[src/rtl/pi_link_if.sv]
// pi_link_if: bundle of the link byte streams and the PI initiator bus.
//   rx_dat/rx_vld/rx_rdy : inbound framed command bytes (valid/ready)
//   tx_dat/tx_vld/tx_rdy : outbound read-data bytes (valid/ready)
//   pi_addr/pi_dato/pi_dati/pi_oe/pi_we : PI byte address, write data,
//                                         read data, read and write strobes
//   busy/err : bridge status (busy outside CMD, one-cycle bad-command pulse)
// modport master is the bridge side; modport slave is the link/target side.
interface pi_link_if;
  logic [7:0]  rx_dat;
  logic        rx_vld;
  logic        rx_rdy;
  logic [7:0]  tx_dat;
  logic        tx_vld;
  logic        tx_rdy;
  logic [31:0] pi_addr;
  logic [7:0]  pi_dato;
  logic [7:0]  pi_dati;
  logic        pi_oe;
  logic        pi_we;
  logic        busy;
  logic        err;

  modport master (
    input  rx_dat, rx_vld, tx_rdy, pi_dati,
    output rx_rdy, tx_dat, tx_vld, pi_addr, pi_dato, pi_oe, pi_we, busy, err
  );

  modport slave (
    output rx_dat, rx_vld, tx_rdy, pi_dati,
    input  rx_rdy, tx_dat, tx_vld, pi_addr, pi_dato, pi_oe, pi_we, busy, err
  );
endinterface

[src/rtl/pi_link_master.sv]
// pi_link_master: byte-stream to PI bus bridge (PI initiator).
// Parses CMD/ADDR[4]/LEN[3] frames from the inbound byte stream and issues
// OE_CYC-clock single-byte read or write strobes with auto-incrementing
// address; read bytes are returned on the outbound stream.
// Ports:
//   clk   : system clock, rising edge
//   rst_n : asynchronous active-low reset
//   bus   : pi_link_if.master (rx stream, tx stream, PI bus, busy, err)
// Parameter OE_CYC: strobe length in clocks, legal range 1..15.
module pi_link_master #(
  parameter int unsigned OE_CYC = 4
) (
  input  logic       clk,
  input  logic       rst_n,
  pi_link_if.master  bus
);

  localparam int unsigned ADDR_W = 32;
  localparam int unsigned LEN_W  = 24;
  localparam int unsigned BYTE_W = 8;
  localparam int unsigned STB_W  = 4;
  localparam int unsigned HDR_W  = 3;

  localparam logic [BYTE_W-1:0] CMD_WR   = BYTE_W'(8'hA1);
  localparam logic [BYTE_W-1:0] CMD_RD   = BYTE_W'(8'hA0);
  localparam logic [HDR_W-1:0]  HDR_LAST = HDR_W'(6);
  localparam logic [STB_W-1:0]  STB_LAST = STB_W'(OE_CYC - 1);

  typedef enum logic [2:0] {
    ST_CMD,
    ST_HDR,
    ST_WR_WAIT,
    ST_WR_STB,
    ST_RD_STB,
    ST_RD_SEND
  } state_e;

  state_e              state_q,   state_d;
  logic [HDR_W-1:0]    hdr_cnt_q, hdr_cnt_d;
  logic [STB_W-1:0]    stb_cnt_q, stb_cnt_d;
  logic                is_wr_q,   is_wr_d;
  logic [LEN_W-1:0]    len_q,     len_d;
  logic [ADDR_W-1:0]   addr_q,    addr_d;
  logic [BYTE_W-1:0]   dato_q,    dato_d;
  logic [BYTE_W-1:0]   tx_dat_q,  tx_dat_d;
  logic                tx_vld_q,  tx_vld_d;
  logic                oe_q,      oe_d;
  logic                we_q,      we_d;
  logic                rx_rdy_q,  rx_rdy_d;
  logic                busy_q,    busy_d;
  logic                err_q,     err_d;

  logic                rx_fire;
  logic [LEN_W-1:0]    len_dec;
  logic [LEN_W-1:0]    len_hdr;

  assign rx_fire = bus.rx_vld & rx_rdy_q;
  assign len_dec = len_q - LEN_W'(1);
  // Length as it will stand once the current header byte is shifted in.
  assign len_hdr = {len_q[LEN_W-BYTE_W-1:0], bus.rx_dat};

  // Next-state and next-output logic.
  always_comb begin
    state_d   = state_q;
    hdr_cnt_d = hdr_cnt_q;
    stb_cnt_d = stb_cnt_q;
    is_wr_d   = is_wr_q;
    len_d     = len_q;
    addr_d    = addr_q;
    dato_d    = dato_q;
    tx_dat_d  = tx_dat_q;
    tx_vld_d  = tx_vld_q;
    oe_d      = oe_q;
    we_d      = we_q;
    err_d     = 1'b0;

    unique case (state_q)
      ST_CMD: begin
        if (rx_fire) begin
          if (bus.rx_dat == CMD_WR || bus.rx_dat == CMD_RD) begin
            is_wr_d   = (bus.rx_dat == CMD_WR);
            hdr_cnt_d = '0;
            state_d   = ST_HDR;
          end else begin
            err_d = 1'b1;
          end
        end
      end

      ST_HDR: begin
        if (rx_fire) begin
          hdr_cnt_d = hdr_cnt_q + HDR_W'(1);
          // Header bytes 0..3 build the address, 4..6 the length, MSB first.
          if (!hdr_cnt_q[2]) begin
            addr_d = {addr_q[ADDR_W-BYTE_W-1:0], bus.rx_dat};
          end else begin
            len_d = len_hdr;
          end
          if (hdr_cnt_q == HDR_LAST) begin
            if (len_hdr == '0) begin
              state_d = ST_CMD;
            end else if (is_wr_q) begin
              state_d = ST_WR_WAIT;
            end else begin
              state_d   = ST_RD_STB;
              oe_d      = 1'b1;
              stb_cnt_d = '0;
            end
          end
        end
      end

      ST_WR_WAIT: begin
        if (rx_fire) begin
          dato_d    = bus.rx_dat;
          we_d      = 1'b1;
          stb_cnt_d = '0;
          state_d   = ST_WR_STB;
        end
      end

      ST_WR_STB: begin
        if (stb_cnt_q == STB_LAST) begin
          we_d    = 1'b0;
          addr_d  = addr_q + ADDR_W'(1);
          len_d   = len_dec;
          state_d = (len_dec != '0) ? ST_WR_WAIT : ST_CMD;
        end else begin
          stb_cnt_d = stb_cnt_q + STB_W'(1);
        end
      end

      ST_RD_STB: begin
        // Read data is captured on the final strobe clock.
        if (stb_cnt_q == STB_LAST) begin
          oe_d     = 1'b0;
          tx_dat_d = bus.pi_dati;
          tx_vld_d = 1'b1;
          state_d  = ST_RD_SEND;
        end else begin
          stb_cnt_d = stb_cnt_q + STB_W'(1);
        end
      end

      ST_RD_SEND: begin
        // No further PI cycle until the pending byte leaves on tx.
        if (bus.tx_rdy) begin
          tx_vld_d = 1'b0;
          addr_d   = addr_q + ADDR_W'(1);
          len_d    = len_dec;
          if (len_dec != '0) begin
            state_d   = ST_RD_STB;
            oe_d      = 1'b1;
            stb_cnt_d = '0;
          end else begin
            state_d = ST_CMD;
          end
        end
      end

      default: state_d = ST_CMD;
    endcase

    rx_rdy_d = (state_d == ST_CMD) || (state_d == ST_HDR) || (state_d == ST_WR_WAIT);
    busy_d   = (state_d != ST_CMD);
  end

  // State and output registers.
  always_ff @(posedge clk or negedge rst_n) begin
    if (!rst_n) begin
      state_q   <= ST_CMD;
      hdr_cnt_q <= '0;
      stb_cnt_q <= '0;
      is_wr_q   <= 1'b0;
      len_q     <= '0;
      addr_q    <= '0;
      dato_q    <= '0;
      tx_dat_q  <= '0;
      tx_vld_q  <= 1'b0;
      oe_q      <= 1'b0;
      we_q      <= 1'b0;
      rx_rdy_q  <= 1'b0;
      busy_q    <= 1'b0;
      err_q     <= 1'b0;
    end else begin
      state_q   <= state_d;
      hdr_cnt_q <= hdr_cnt_d;
      stb_cnt_q <= stb_cnt_d;
      is_wr_q   <= is_wr_d;
      len_q     <= len_d;
      addr_q    <= addr_d;
      dato_q    <= dato_d;
      tx_dat_q  <= tx_dat_d;
      tx_vld_q  <= tx_vld_d;
      oe_q      <= oe_d;
      we_q      <= we_d;
      rx_rdy_q  <= rx_rdy_d;
      busy_q    <= busy_d;
      err_q     <= err_d;
    end
  end

  assign bus.rx_rdy  = rx_rdy_q;
  assign bus.tx_dat  = tx_dat_q;
  assign bus.tx_vld  = tx_vld_q;
  assign bus.pi_addr = addr_q;
  assign bus.pi_dato = dato_q;
  assign bus.pi_oe   = oe_q;
  assign bus.pi_we   = we_q;
  assign bus.busy    = busy_q;
  assign bus.err     = err_q;

endmodule

[src/flat_wrapper.sv]
// flat-port wrapper written by rule: the top's interface ports become plain ports
module pi_link_master_flat 
#(
  parameter int unsigned OE_CYC = 4
)
  (clk, rst_n, bus_rx_dat, bus_rx_vld, bus_tx_rdy, bus_pi_dati, bus_rx_rdy, bus_tx_dat, bus_tx_vld, bus_pi_addr, bus_pi_dato, bus_pi_oe, bus_pi_we, bus_busy, bus_err);
  pi_link_if bus_i ();
  input  logic clk;
  input  logic rst_n;
  input wire logic [$bits(bus_i.rx_dat)-1:0] bus_rx_dat;
  input wire logic [$bits(bus_i.rx_vld)-1:0] bus_rx_vld;
  input wire logic [$bits(bus_i.tx_rdy)-1:0] bus_tx_rdy;
  input wire logic [$bits(bus_i.pi_dati)-1:0] bus_pi_dati;
  output wire logic [$bits(bus_i.rx_rdy)-1:0] bus_rx_rdy;
  output wire logic [$bits(bus_i.tx_dat)-1:0] bus_tx_dat;
  output wire logic [$bits(bus_i.tx_vld)-1:0] bus_tx_vld;
  output wire logic [$bits(bus_i.pi_addr)-1:0] bus_pi_addr;
  output wire logic [$bits(bus_i.pi_dato)-1:0] bus_pi_dato;
  output wire logic [$bits(bus_i.pi_oe)-1:0] bus_pi_oe;
  output wire logic [$bits(bus_i.pi_we)-1:0] bus_pi_we;
  output wire logic [$bits(bus_i.busy)-1:0] bus_busy;
  output wire logic [$bits(bus_i.err)-1:0] bus_err;
  assign bus_i.rx_dat = bus_rx_dat;
  assign bus_i.rx_vld = bus_rx_vld;
  assign bus_i.tx_rdy = bus_tx_rdy;
  assign bus_i.pi_dati = bus_pi_dati;
  assign bus_rx_rdy = bus_i.rx_rdy;
  assign bus_tx_dat = bus_i.tx_dat;
  assign bus_tx_vld = bus_i.tx_vld;
  assign bus_pi_addr = bus_i.pi_addr;
  assign bus_pi_dato = bus_i.pi_dato;
  assign bus_pi_oe = bus_i.pi_oe;
  assign bus_pi_we = bus_i.pi_we;
  assign bus_busy = bus_i.busy;
  assign bus_err = bus_i.err;
  pi_link_master #(.OE_CYC(OE_CYC)) u_core (.clk(clk), .rst_n(rst_n), .bus(bus_i));
endmodule
[config.mk]
export PLATFORM = sky130hd
export DESIGN_NAME = pi_link_master_flat
export DESIGN_NICKNAME = d
export VERILOG_FILES = /design/src/rtl/pi_link_if.sv /design/src/rtl/pi_link_master.sv /design/src/flat_wrapper.sv
export SDC_FILE = /design/constraint.sdc
export NUM_CORES = 1
export LEC_CHECK = 0
export ABC_AREA = 1
export CAP_MARGIN = 20
export CORE_MARGIN = 3
export CORE_UTILIZATION = 35
export CTS_BUF_LIST = sky130_fd_sc_hd__clkbuf_8 sky130_fd_sc_hd__clkbuf_16
export DETAILED_ROUTE_END_ITERATION = 10
export PLACE_DENSITY_LB_ADDON = 0.08
export RECOVER_POWER = 25
export SETUP_SLACK_MARGIN = 0.05
export SLEW_MARGIN = 25
export SYNTH_ARGS = -nofsm -noshare
export SYNTH_HDL_FRONTEND = slang
export SYNTH_SLANG_ARGS = --single-unit
[constraint.sdc]
create_clock -name clk -period 6.2 [get_ports clk]
set_clock_uncertainty 0.2 [all_clocks]
set_input_delay 1.24 -clock clk [delete_from_list [all_inputs] [get_ports clk]]
set_output_delay 1.24 -clock clk [all_outputs]
set_load 0.05 [all_outputs]
==> flow_summary_export.csv, run 1 <==
group,metric,value,unit
status,status,"finished with violations",
status,violations,"max-capacitance violations, max-slew violations",
clock_network,clk_pin_slew,70,ps
drt,drt_iter0_drc,486,
clock_network,postCtsSetupBuffers,0,
die,core_area,0.0155,mm2
drt,viasPerCell,5.09,
worst_setup_path,required,6290,ps
die,fp.dieH,133,um
clock_network,insertion_delay,350,ps
worst_setup_path,path_max_fanout,46,
drt,routed_wire_length_per_instance,15.5,um
worst_hold_path,worstHoldStart,"u_core.bus.pi_oe$_DFFE_PN0P_",
worst_setup_path,crit_end,"u_core.len_q[10]$_DFFE_PN0P_",
worst_setup_path,critPathSlowestCell,"clkbuf_1",
clock_network,numCtsBuffers,9,
placement,gp_congestion,0.862,
power_and_ir_drop,peakVddDrop,0.262,mV
sta,relSlewSlack,-66.4,%
synthesis,synth_compound_area_share,15.2,%
worst_setup_path,r2r_cells,10,
drt,wl,16800,um
clock_network,clock-sinks,89,
worst_setup_path,crit_chain,"clkbuf_1 > clkbuf_2",
clock_network,clock_path_buffers,2,
die,die_area,0.0177,mm2
synthesis,postSynth.asyncResetShare,100,%
global_routing,globalRoute.totalOverflow,0,
clock_network,cts_root_buf,"clkbuf_16",
synthesis,ys_warn_count,0,
sta,tightest_slew,2500,ps
worst_setup_path,critical_path_depth,2,
synthesis,netlist_instances,804,
synthesis,synthSimpleGateAreaFrac,30.7,%
sta,min_period,4050,ps
synthesis,yosysSeqAreaShare,39.3,%
clock_network,cts-resized-gates,0,
worst_setup_path,r2r_start,"u_core.state_q[0]$_DFF_PN0_",
global_routing,grt_max_degree,60,
final_layout,num-fill-cells,1650,
synthesis,synth_common_cells,"nand2_1 (196), o21ai_0 (94), inv_1 (91), nor2_1 (91), dfrtp_1 (89)",
sta,rsz0062_at_grt,"false",
clock_network,cts.htree.levels,3,
synthesis,synth-xor-area-share,4.02,%
synthesis,synth.cell_area,0.00566,mm2
die,initial_utilization,36.4,%
synthesis,yosys_register_bits,89,
power_and_ir_drop,power.leakage,3.00,nW
clock_network,cts_tree,"yes",
sta,finalHoldViolations,0,
synthesis,synth_top_area_share,39.3,%
power_and_ir_drop,powerDensity,565,mW/mm2
worst_hold_path,min_path_type,"flop to flop",
sta,finalSetupViolations,0,
synthesis,synth_top_family_by_area,"simple AND/OR/NAND/NOR gates",
final_layout,synthToLayoutAreaGrowth,21.5,%
die,rows,45,
die,pin_count,74,
synthesis,synth_nets,830,
drt,route.detailed.drc,0,
placement,io_buffers,73,
synthesis,syn_area_per_cell,7.04,um2
worst_setup_path,slowest_delay,1730,ps
placement,dp_hpwl,12400,um
synthesis,ys_types,37,
drt,via_count,5513,
drt,antenna_left,0,
synthesis,yosysTopAreaCell,"dfrtp_1",
synthesis,synth.most_common_cell,"nand2_1",
worst_setup_path,start_kind,"input port",
synthesis,synth-main-ff-cell,"dfrtp_1",
die,die_x,133,um
synthesis,synthMuxAreaShare,0.795,%
global_routing,grt_usage,19.2,%
synthesis,synth_fa_ha_area_share,1.33,%
final_layout,drive_above_1_share,7.22,%
sta,final-max-slew-violation-count,45,
worst_setup_path,worstReg2RegEnd,"u_core.bus.pi_addr[5]$_DFFE_PN0P_",
job,maxCapViolCount,1,
final_layout,final_core_util,44.3,%
worst_setup_path,startpoint,"rst_n",
final_layout,antenna_cells,0,
sta,tns,0,ps
global_routing,grt_pass1_wl,27900,um
worst_setup_path,critical-path-top-delay-family,"buffers and inverters",
worst_setup_path,critical_path_arrival,4140,ps
worst_setup_path,end_kind,"asynchronous set/reset pin",
worst_setup_path,crit_buf_inv,2,
sta,fin_crit_sh,65.4,%
clock_network,cts_hold_buf,0,
synthesis,synthTopCellsByArea,"dfrtp_1 (39%), nand2_1 (13%), o21ai_0 (8.3%), inv_1 (6.0%), nor2_1 (6.0%)",
worst_setup_path,worst-setup-path-type,"input port to asynchronous set/reset pin",
worst_setup_path,reg2reg_slack,3290,ps
global_routing,grt_antenna_before_repair,0,
sta,max_freq,247,MHz
global_routing,grt_pass1_vias,5439,
drt,drtPass1Iterations,5,
final_layout,nets,893,
synthesis,synth_edf_count,0,
[how the worst min path moves through the flow]
| stage | end | slack (ps) | cells after the start |
|---|---|---|---|
| final | u_core.bus.pi_oe$_DFFE_PN0P_ | 270 | 2 |
| after global routing | u_core.bus.pi_oe$_DFFE_PN0P_ | 300 | 2 |
| after CTS | u_core.bus.tx_dat[0]$_DFFE_PN0P_ | 280 | 2 |
| after detailed placement | u_core.bus.tx_dat[0]$_DFFE_PN0P_ | 260 | 2 |
| after global placement | u_core.bus.pi_we$_DFFE_PN0P_ | 260 | 2 |
| after floorplan | u_core.stb_cnt_q[2]$_DFFE_PN0P_ | 260 | 2 |
[per-layer routing]
layer | up-vias | global-route usage (%) | routed length [um]
met5 | - | 0 | 0
met4 | 0 | 4.51 | 160
met3 | 13 | 2.79 | 741
met2 | 134 | 31.9 | 8120
met1 | 2625 | 26.7 | 7790
li1 | 2741 | - | -
[registers in the layout, indices dropped and copies added, names as in the netlist]
register / cells
u_core.is_wr_q: 1
u_core.bus.rx_rdy: 1
u_core.bus.pi_addr: 32
u_core.bus.pi_we: 1
u_core.bus.pi_oe: 1
u_core.bus.err: 1
u_core.state_q: 3
u_core.stb_cnt_q: 4
u_core.bus.busy: 1
u_core.bus.pi_dato: 8
u_core.bus.tx_vld: 1
u_core.hdr_cnt_q: 3
u_core.bus.tx_dat: 8
u_core.len_q: 24
[power breakdown]
| part | total, mW | switching (mW) | internal (mW) | leakage, nW |
|---|---|---|---|---|
| registers | 1.10 | 0.280 | 0.822 | 1.06 |
| logic | 2.17 | 1.51 | 0.659 | 1.78 |
| clock network | 0.616 | 0.257 | 0.359 | 0.158 |
[kinds of logic (layout without fill, tap and decap cells)]
group | count (synthesis) | in the layout
multiplexers | 4 | 4
buffers and inverters | 123 | 191
flip-flops | 89 | 89
AO/OA/AOI/OAI | 161 | 161
XOR/XNOR | 26 | 26
adder cells (fa/ha/maj) | 6 | 6
AND/OR/NAND/NOR | 395 | 395
[layout make-up]
cell class | instances | area (um2) | share of cell area [%]
well taps | 211 | 264 | 3.84
repair buffers | 75 | 737 | 10.7
flip-flops and latches | 89 | 2230 | 32.4
clock buffers | 9 | 225 | 3.27
inverters | 100 | 375 | 5.45
clock inverters | 7 | 101 | 1.47
multi-input cells | 592 | 2950 | 42.9
[stage by stage]
step                setup slack [ps]  hold WS, ps  cell area, um2  power [mW]  cells
finish                          2150          273            6880        3.89   1083
detailed placement              2490          263            6560        3.27   1067
global placement                2590          257            6560        3.24   1067
global route                    1380          301            6880        4.20   1083
floorplan                       3670          263            5660        2.63    804
CTS                             2860          281            6890        3.91   1083
[cells in the final DEF (no fill, tap or decap), types with 4 or more instances in the layout]
| cell type | synthesis | routed |
|---|---|---|
| nand2_1 | 196 | 196 |
| nand3_1 | 37 | 37 |
| mux2_2 | 4 | 4 |
| inv_1 | 91 | 91 |
| nand2_2 | 4 | 4 |
| o211ai_1 | 6 | 6 |
| nor2_4 | 4 | 5 |
| nor2_1 | 91 | 90 |
| nand4_1 | 21 | 21 |
| inv_2 | 9 | 9 |
| clkdlybuf4s50_1 | 0 | 71 |
| nor2_2 | 12 | 12 |
| dfrtp_1 | 89 | 89 |
| o21ai_1 | 9 | 9 |
| o21ai_0 | 94 | 94 |
| a21oi_1 | 37 | 37 |
| a31oi_1 | 6 | 6 |
| clkbuf_16 | 0 | 9 |
| nor3_1 | 16 | 16 |
| xor2_1 | 23 | 23 |
| ha_1 | 6 | 6 |
No activity file was read; power rests on OpenSTA's default activity.
==> run 2, diff against run 1 <==
Clock period 6.2 ns to 4.2 ns, I/O delays scaled along.
==> run 2 against run 1 <==
Against the previous run: the run still ends with max-capacitance violations, max-slew violations left; via count grew 1.5%; cell count rose by 0.18%; sequential share of layout area about the same; sequential power grew 48%; design area hardly changed; global-route usage about the same; critical path depth did not move.
==> flow_summary_export.csv, run 2 (synthesis results as in run 1) <==
group,metric,value,unit
sta,relSlewSlack,-50.6,%
drt,drt_iter0_drc,428,
global_routing,grt_pass1_wl,28000,um
drt,routed_wire_length_per_instance,15.5,um
final_layout,num-fill-cells,1626,
power_and_ir_drop,power.leakage,3.00,nW
worst_hold_path,min_path_type,"flop to flop",
sta,finalSetupViolations,0,
global_routing,grt_usage,19.3,%
clock_network,numCtsBuffers,9,
final_layout,nets,895,
worst_setup_path,slowest_delay,1580,ps
worst_setup_path,required,4430,ps
worst_setup_path,start_kind,"input port",
die,initial_utilization,36.4,%
worst_hold_path,worstHoldStart,"u_core.bus.pi_oe$_DFFE_PN0P_",
global_routing,globalRoute.totalOverflow,0,
worst_setup_path,crit_buf_inv,2,
worst_setup_path,r2r_start,"u_core.state_q[0]$_DFF_PN0_",
worst_setup_path,critical_path_arrival,3220,ps
placement,place_inst,1069,
sta,tns,0,ps
worst_setup_path,startpoint,"rst_n",
sta,finalHoldViolations,0,
worst_setup_path,path_max_fanout,38,
die,rows,45,
drt,route.detailed.drc,0,
sta,tightest_slew,2260,ps
clock_network,cts.htree.levels,3,
global_routing,grt_pass1_vias,5626,
final_layout,final_common_cell,"nand2_1",
job,maxCapViolCount,1,
sta,rsz0062_at_grt,"false",
final_layout,synthToLayoutAreaGrowth,21.5,%
clock_network,clock-sinks,89,
worst_setup_path,end_kind,"asynchronous set/reset pin",
final_layout,drive_above_1_share,7.32,%
clock_network,insertion_delay,350,ps
clock_network,cts_root_buf,"clkbuf_16",
placement,gp_congestion,0.864,
clock_network,clk_pin_slew,70,ps
die,die_x,133,um
power_and_ir_drop,powerDensity,826,mW/mm2
placement,dp_hpwl,12400,um
drt,antenna_left,0,
status,status,"finished with violations",
sta,fin_crit_sh,71.2,%
drt,via_count,5593,
die,pin_count,74,
power_and_ir_drop,peakVddDrop,0.406,mV
drt,wl,16800,um
global_routing,grt_max_degree,77,
clock_network,cts-resized-gates,0,
sta,min_period,2990,ps
clock_network,cts_tree,"yes",
global_routing,grt_antenna_before_repair,0,
clock_network,postCtsSetupBuffers,0,
power_and_ir_drop,fin_total_pwr,5.68,mW
die,fp.dieH,133,um
sta,hold_slack,274,ps
drt,drtPass1Iterations,5,
worst_setup_path,critPathSlowestCell,"clkbuf_1",
final_layout,finalNonFillerCells,1085,
final_layout,mostFrequentLayoutCells,"nand2_1 (196), o21ai_0 (94), inv_1 (92), nor2_1 (90), dfrtp_1 (89)",
die,die_area,0.0177,mm2
drt,viasPerCell,5.15,
die,core_area,0.0155,mm2
final_layout,largest_register_ffs,32,
sta,final-max-slew-violation-count,39,
placement,io_buffers,73,
clock_network,clock_path_buffers,2,
sta,max_freq,334,MHz
status,violations,"max-capacitance violations, max-slew violations",
worst_setup_path,crit_chain,"clkbuf_1 > clkbuf_2",
final_layout,antenna_cells,0,
worst_setup_path,worst-setup-path-type,"input port to asynchronous set/reset pin",
clock_network,cts_hold_buf,0,
worst_setup_path,critical-path-top-delay-family,"buffers and inverters",
-- run 2: changes by cell type in the layout (fill, tap and decap cells not counted), sizes merged --
| cell | previous run | this run |
|---|---|---|
| bufinv | 2 | 1 |
| clkbuf | 11 | 13 |
| inv | 103 | 101 |
| buf | 1 | 3 |
| clkinv | 1 | 2 |
| dlygate4sd3 | 1 | 0 |
| clkdlybuf4s50 | 71 | 72 |
-- run 2: per-stage QoR --
stage	util [%]	area [um2]	setup slack (ps)
floorplan	-	5660	1800
global placement	42.3	6580	978
detailed placement	42.3	6580	922
CTS	44.3	6890	1300
global route	44.3	6880	615
finish	44.3	6880	1210
-- run 2: worst paths after layout --
check	end	slack [ps]	depth (start not counted)
worst max-delay path	u_core.len_q[9]$_DFFE_PN0P_	1210	2
worst min-delay path	u_core.bus.pi_oe$_DFFE_PN0P_	270	2
worst max register to register	u_core.bus.pi_addr[5]$_DFFE_PN0P_	1350	10
worst min register to register	u_core.bus.pi_oe$_DFFE_PN0P_	270	2
max in group clk	u_core.bus.pi_addr[5]$_DFFE_PN0P_	1270	10
min in group asynchronous	u_core.len_q[22]$_DFFE_PN0P_	960	1
-- run 2: metal layers --
metal,global-route usage (%),up-vias,wire length (um)
met5,0,-,0
met4,6.40,0,323
met3,3.44,27,646
met2,32.2,140,8050
met1,25.4,2676,7770
li1,-,2750,-
-- run 2: cell type report --
class	count	area (um2)	area share [%]
Timing Repair Buffer	77	752	10.9
Tap cell	211	264	3.84
Multi-Input combinational cell	592	2950	42.9
Clock buffer	11	253	3.67
Inverter	100	375	5.46
Sequential cell	89	2230	32.4
Clock inverter	5	55.1	0.800
-- run 2: power breakdown --
group | switching [mW] | total (mW) | internal (mW) | leakage, nW
clock network | 0.360 | 0.852 | 0.492 | 0.153
logic | 2.23 | 3.21 | 0.976 | 1.79
registers | 0.412 | 1.63 | 1.21 | 1.06
-- run 2: tightest hold or removal path: cells and delay by family, from the launching register on --
kind,cells,cell delay [ps]
DFF,1,340
and+or+nand+nor,2,100
